===== config.mk =====
export PLATFORM = sky130hd
export DESIGN_NAME = ast_rr_pkt_scheduler
export DESIGN_NICKNAME = d
export VERILOG_FILES = /design/src/rtl/ast_rr_pkt_scheduler.sv
export SDC_FILE = /design/constraint.sdc
export NUM_CORES = 1
export LEC_CHECK = 0
export CORE_ASPECT_RATIO = 0.5
export CORE_MARGIN = 10
export CORE_UTILIZATION = 40
export CTS_CLUSTER_DIAMETER = 120
export DETAILED_ROUTE_END_ITERATION = 16
export PLACE_DENSITY = 0.85
export SYNTH_ARGS = -nofsm -noshare
export SYNTH_HDL_FRONTEND = slang
export SYNTH_SLANG_ARGS = --single-unit
export TNS_END_PERCENT = 30

===== constraint.sdc =====
create_clock -name clk_i -period 5.05 [get_ports clk_i]
set_input_delay 0.7575 -clock clk_i [delete_from_list [all_inputs] [get_ports clk_i]]
set_output_delay 0.7575 -clock clk_i [all_outputs]
set_load 0.01 [all_outputs]

===== src/rtl/ast_rr_pkt_scheduler.sv =====
// Packet-aware round-robin scheduler: DIRS_CNT Avalon-ST sinks share one
// registered Avalon-ST source; a grant is held from SOP through EOP.
//
// Ports:
//   clk_i, rst_n_i          clock, async active-low reset
//   ast_sink_*_i            per-channel data/valid/sop/eop (channel k at
//                           data[k*DATA_W +: DATA_W])
//   ast_sink_ready_o        per-channel ready, at most one bit set
//   ast_source_*_o          registered output beat
//   ast_source_ready_i      downstream ready
//   grant_num_o             channel currently/last granted
//   busy_o                  high while a packet grant is held
//   sop_err_o               1-cycle pulse on a misplaced or missing sop
module ast_rr_pkt_scheduler #(
    parameter  int DIRS_CNT    = 4,
    parameter  int AST_SYMBOLS = 1,
    parameter  int BYTE_W      = 8,
    localparam int DATA_W      = AST_SYMBOLS * BYTE_W,
    localparam int SEL_W       = $clog2(DIRS_CNT)
) (
    input  logic                         clk_i,
    input  logic                         rst_n_i,
    input  logic [DIRS_CNT*DATA_W-1:0]   ast_sink_data_i,
    input  logic [DIRS_CNT-1:0]          ast_sink_valid_i,
    input  logic [DIRS_CNT-1:0]          ast_sink_sop_i,
    input  logic [DIRS_CNT-1:0]          ast_sink_eop_i,
    output logic [DIRS_CNT-1:0]          ast_sink_ready_o,
    output logic [DATA_W-1:0]            ast_source_data_o,
    output logic                         ast_source_valid_o,
    output logic                         ast_source_sop_o,
    output logic                         ast_source_eop_o,
    input  logic                         ast_source_ready_i,
    output logic [SEL_W-1:0]             grant_num_o,
    output logic                         busy_o,
    output logic                         sop_err_o
);

    typedef enum logic {
        IDLE,
        PKT
    } state_e;

    state_e              state_q, state_d;
    logic [SEL_W-1:0]    rr_ptr_q, rr_ptr_d;
    logic [SEL_W-1:0]    grant_q, grant_d;
    logic                first_q, first_d;
    logic [DATA_W-1:0]   src_data_q, src_data_d;
    logic                src_valid_q, src_valid_d;
    logic                src_sop_q, src_sop_d;
    logic                src_eop_q, src_eop_d;
    logic                err_q, err_d;

    logic                out_free;
    logic                accept;
    logic [DATA_W-1:0]   beat_data;
    logic                beat_sop;
    logic                beat_eop;
    logic                win_found;
    logic [SEL_W-1:0]    win_idx;
    logic [SEL_W-1:0]    k;
    logic [DIRS_CNT-1:0] sink_ready;

    assign out_free  = !src_valid_q || ast_source_ready_i;
    assign beat_data = ast_sink_data_i[grant_q*DATA_W +: DATA_W];
    assign beat_sop  = ast_sink_sop_i[grant_q];
    assign beat_eop  = ast_sink_eop_i[grant_q];
    assign accept    = (state_q == PKT) && ast_sink_valid_i[grant_q]
                       && out_free;

    // Search starts just after the last packet's owner, so that owner
    // has the lowest priority for the next grant.
    always_comb begin
        win_found = 1'b0;
        win_idx   = '0;
        k         = '0;
        for (int i = 1; i <= DIRS_CNT; i++) begin
            k = SEL_W'((int'(rr_ptr_q) + i) % DIRS_CNT);
            if (!win_found && ast_sink_valid_i[k]) begin
                win_found = 1'b1;
                win_idx   = k;
            end
        end
    end

    always_comb begin
        state_d     = state_q;
        rr_ptr_d    = rr_ptr_q;
        grant_d     = grant_q;
        first_d     = first_q;
        src_data_d  = src_data_q;
        src_valid_d = src_valid_q;
        src_sop_d   = src_sop_q;
        src_eop_d   = src_eop_q;
        err_d       = 1'b0;
        sink_ready  = '0;

        // Output slot drains when it is empty or being consumed.
        if (out_free) begin
            src_valid_d = 1'b0;
        end

        unique case (state_q)
            IDLE: begin
                if (win_found) begin
                    grant_d = win_idx;
                    first_d = 1'b1;
                    state_d = PKT;
                end
            end
            PKT: begin
                sink_ready[grant_q] = out_free;
                if (accept) begin
                    src_data_d  = beat_data;
                    src_valid_d = 1'b1;
                    src_sop_d   = beat_sop;
                    src_eop_d   = beat_eop;
                    err_d       = first_q ? !beat_sop : beat_sop;
                    first_d     = 1'b0;
                    if (beat_eop) begin
                        state_d  = IDLE;
                        rr_ptr_d = grant_q;
                    end
                end
            end
            default: state_d = IDLE;
        endcase
    end

    always_ff @(posedge clk_i or negedge rst_n_i) begin
        if (!rst_n_i) begin
            state_q     <= IDLE;
            rr_ptr_q    <= SEL_W'(DIRS_CNT - 1);
            grant_q     <= '0;
            first_q     <= 1'b0;
            src_data_q  <= '0;
            src_valid_q <= 1'b0;
            src_sop_q   <= 1'b0;
            src_eop_q   <= 1'b0;
            err_q       <= 1'b0;
        end else begin
            state_q     <= state_d;
            rr_ptr_q    <= rr_ptr_d;
            grant_q     <= grant_d;
            first_q     <= first_d;
            src_data_q  <= src_data_d;
            src_valid_q <= src_valid_d;
            src_sop_q   <= src_sop_d;
            src_eop_q   <= src_eop_d;
            err_q       <= err_d;
        end
    end

    assign ast_sink_ready_o   = sink_ready;
    assign ast_source_data_o  = src_data_q;
    assign ast_source_valid_o = src_valid_q;
    assign ast_source_sop_o   = src_sop_q;
    assign ast_source_eop_o   = src_eop_q;
    assign grant_num_o        = grant_q;
    assign busy_o             = (state_q == PKT);
    assign sop_err_o          = err_q;

endmodule


==> out/results.ini <==
[run_status]
run_status = finished clean

[grt]
grt_overflow = 0
grt_pass1_vias = 992
use_met3 = 0.0300
use_met1 = 0.122
grt_max_degree = 19
met2_usage = 0.261
top_usage_layer = met2
grt_pass1_wl_mm = 5.30
grt_usage = 0.128
antenna_found_initial = 0

[synth]
ys_ff_latch = 18
synth_top_area_share = 0.358
synth_edf_count = 0
synthDistinctLibCells = 32
syn_avg_cell_area_sq_um = 13.8
ys_seq_area_frac = 0.404
syn_nets = 128
async_flop_share = 1.00
synth_top_cell_by_area = dfrtp_1
ys.flop_type = dfrtp_1
yosys-top-cells-area = dfrtp_1, mux4_2, mux2_4
syn_inst = 81
synth_area_sq_um = 1120
yosys_warnings = 0

[cells_and_area]
multi_input_area_sq_um = 611
regArea_sq_um = 453
drive_gt1_frac = 0.181
final_nets = 192
fillerInstances = 191
n_antenna_cell = 0
syn_to_final_growth_pct = 62.8

[power_and_ir_drop]
cellLeakagePower_nw = 0.759
intPower_w = 0.000657
swShare = 0.340
power_frac_comb = 0.554
p_sw_w = 0.000338
cellPowerDensity_nw_per_um2 = 546
pwr-share-seq = 0.329
ir_worst_vdd_v = 0.000206
clockPowerShare = 0.117

[worst_setup_path]
start_kind = primary input
end_kind = primary output
arrival_ns = 2.30
reg2reg_from = grant_num_o[0]$_DFFE_PN0P_
r2r_slack_ns = 2.75
rr_endpoint = ast_source_data_o[0]$_DFFE_PN0P_
worstPathRequired_ns = 4.29
path_class = in -> out
ff2ff_path_depth = 3
cp_max_fo = 5

[timing]
worstMarginPinSlew_ns = 0.807
max-slew-margin-rel = 0.461
fmax_mhz = 327
rsz0062_at_grt = no
report.final.hold_viol_count = 0
finClkSkew_ns = 0.00682
hold_slack_ns = 0.503
slew_viol_final = 0
setup_viol = 0
period_needed_ns = 3.06
finalSetupTns_ns = 0
min_period_over_period = 0.605

[detailed_routing]
dr_total_vias = 901
drt-pass1-iter-count = 4
routed_wl_mm = 3.46
drc_errors = 0
routed_via_density = 4.98
wl_per_cell_microns = 19.1
dr.first_iter.drc_count = 20
ant_nets = 0

[clocking]
clkSlewWorstSetupHoldPaths_ns = 0.07
cts_sinks = 18
cts_tree = yes
cts-htree-levels = 1
post_cts_buffers = 0
cts_root_buffer = clkbuf_8
cts.repair.resized = 0
ctsHoldBuffers = 0
cts_made_buffers = 3
clk_latency_ns = 0.26
cts.path.max_buffers = 2

[placement]
gp_congestion = 0.822
place_hpwl_mm = 2.87
io_buffers = 65

[die]
io_pins = 66
start_util = 0.425
die_w_microns = 94.8
core_area_sq_um = 2640
fp.dieArea_sq_um = 5440
rows = 13
die_h_microns = 57.4

[hold_path]
hold_path_end = ast_source_eop_o$_DFFE_PN0P_
min_path_type = reg -> reg
whs_path_depth = 1
worstHoldStart = ast_source_eop_o$_DFFE_PN0P_

[run]
drv_cap = 0

-- worst max path at each step --
stage                        from                  end  slack [ns]  depth (start not counted)
4_1_cts        ast_source_ready_i  ast_sink_ready_o[0]        1.98                          5
3_5_place_dp   ast_source_ready_i  ast_sink_ready_o[0]        1.99                          5
3_3_place_gp   ast_source_ready_i  ast_sink_ready_o[0]        2.11                          5
2_1_floorplan  ast_source_ready_i  ast_sink_ready_o[0]        3.01                          3
5_1_grt        ast_source_ready_i  ast_sink_ready_o[0]        1.88                          5
6_report       ast_source_ready_i  ast_sink_ready_o[0]        1.99                          5
-- flip-flops by register name, summed over array words and instances (netlist names), named ones only --
register           cells
ast_source_eop_o       1
rr_ptr_q               2
grant_num_o            2
sop_err_o              1
ast_source_data_o      8
busy_o                 1
ast_source_sop_o       1
first_q                1
-- logic make-up (layout without fill, tap and decap cells) --
logic type	after synthesis	after routing	share of synthesized area
AOI/OAI and AO/OA	10	10	0.0637
xor gates and xnor gates	1	1	0.00782
buffers and inverters	8	71	0.0503
muxes	23	23	0.378
DFF	18	18	0.404
and+or+nand+nor	21	21	0.0961
-- placed cells by master (no fill, tap or decap), types with 2 or more instances in the layout --
cell type and instances:
a21o_1 2, clkbuf_8 4, clkdlybuf4s50_1 65, dfrtp_1 16
dfstp_2 2, inv_1 2, mux2_2 4, mux2_4 7
mux4_1 4, mux4_2 7, nand2_1 4, nand2b_1 2
nor2_1 6, nor3_1 3
-- power groups by stage --
stage	Combinational, W	Sequential [W]	Clock [W]
2_1_floorplan	0.000374	0.000295	0
3_3_place_gp	0.000540	0.000323	0
3_5_place_dp	0.000557	0.000332	0
4_1_cts	0.000561	0.000329	0.000120
5_1_grt	0.000586	0.000340	0.000126
6_report	0.000551	0.000327	0.000117
-- synthesized netlist by cell type, types with 2 or more instances --
cell	count
dfrtp_1	16
mux2_4	7
mux4_2	7
nor2_1	6
mux2_2	4
mux4_1	4
nand2_1	4
nor3_1	3
a21o_1	2
buf_2	2
clkbuf_1	2
dfstp_2	2
inv_1	2
nand2b_1	2
-- per-stage QoR --
step | power (W) | worst slack (ns) | area (sq um) | utilization | instances
floorplan | 0.000669 | 3.01 | 1120 | - | 81
global placement | 0.000863 | 2.11 | 1770 | 0.671 | 177
detailed placement | 0.000888 | 1.99 | 1770 | 0.671 | 177
CTS | 0.00101 | 1.98 | 1820 | 0.692 | 181
global route | 0.00105 | 1.88 | 1820 | 0.692 | 181
finish | 0.000995 | 1.99 | 1820 | 0.692 | 181
-- cell type report --
| cell class | instances | share of cell area |
|---|---|---|
| Inverter | 2 | 0.00412 |
| Tap cell | 37 | 0.0254 |
| Timing Repair Buffer | 65 | 0.357 |
| Clock buffer | 4 | 0.0302 |
| Sequential cell | 18 | 0.248 |
| Multi-Input combinational cell | 55 | 0.335 |
-- worst max-delay path: stages --
cell and delay [ns]:
clkdlybuf4s50_1 0.45, nand2b_1 0.22, nand2_1 0.10, nor3_1 0.18
clkdlybuf4s50_1 0.60
-- per-layer routing --
metal | vias up | share of wire
li1 | 437 | -
met1 | 439 | 0.35
met2 | 20 | 0.60
met3 | 5 | 0.036
met4 | 0 | 0.012
met5 | - | 0
No activity file was read; power rests on OpenSTA's default activity.
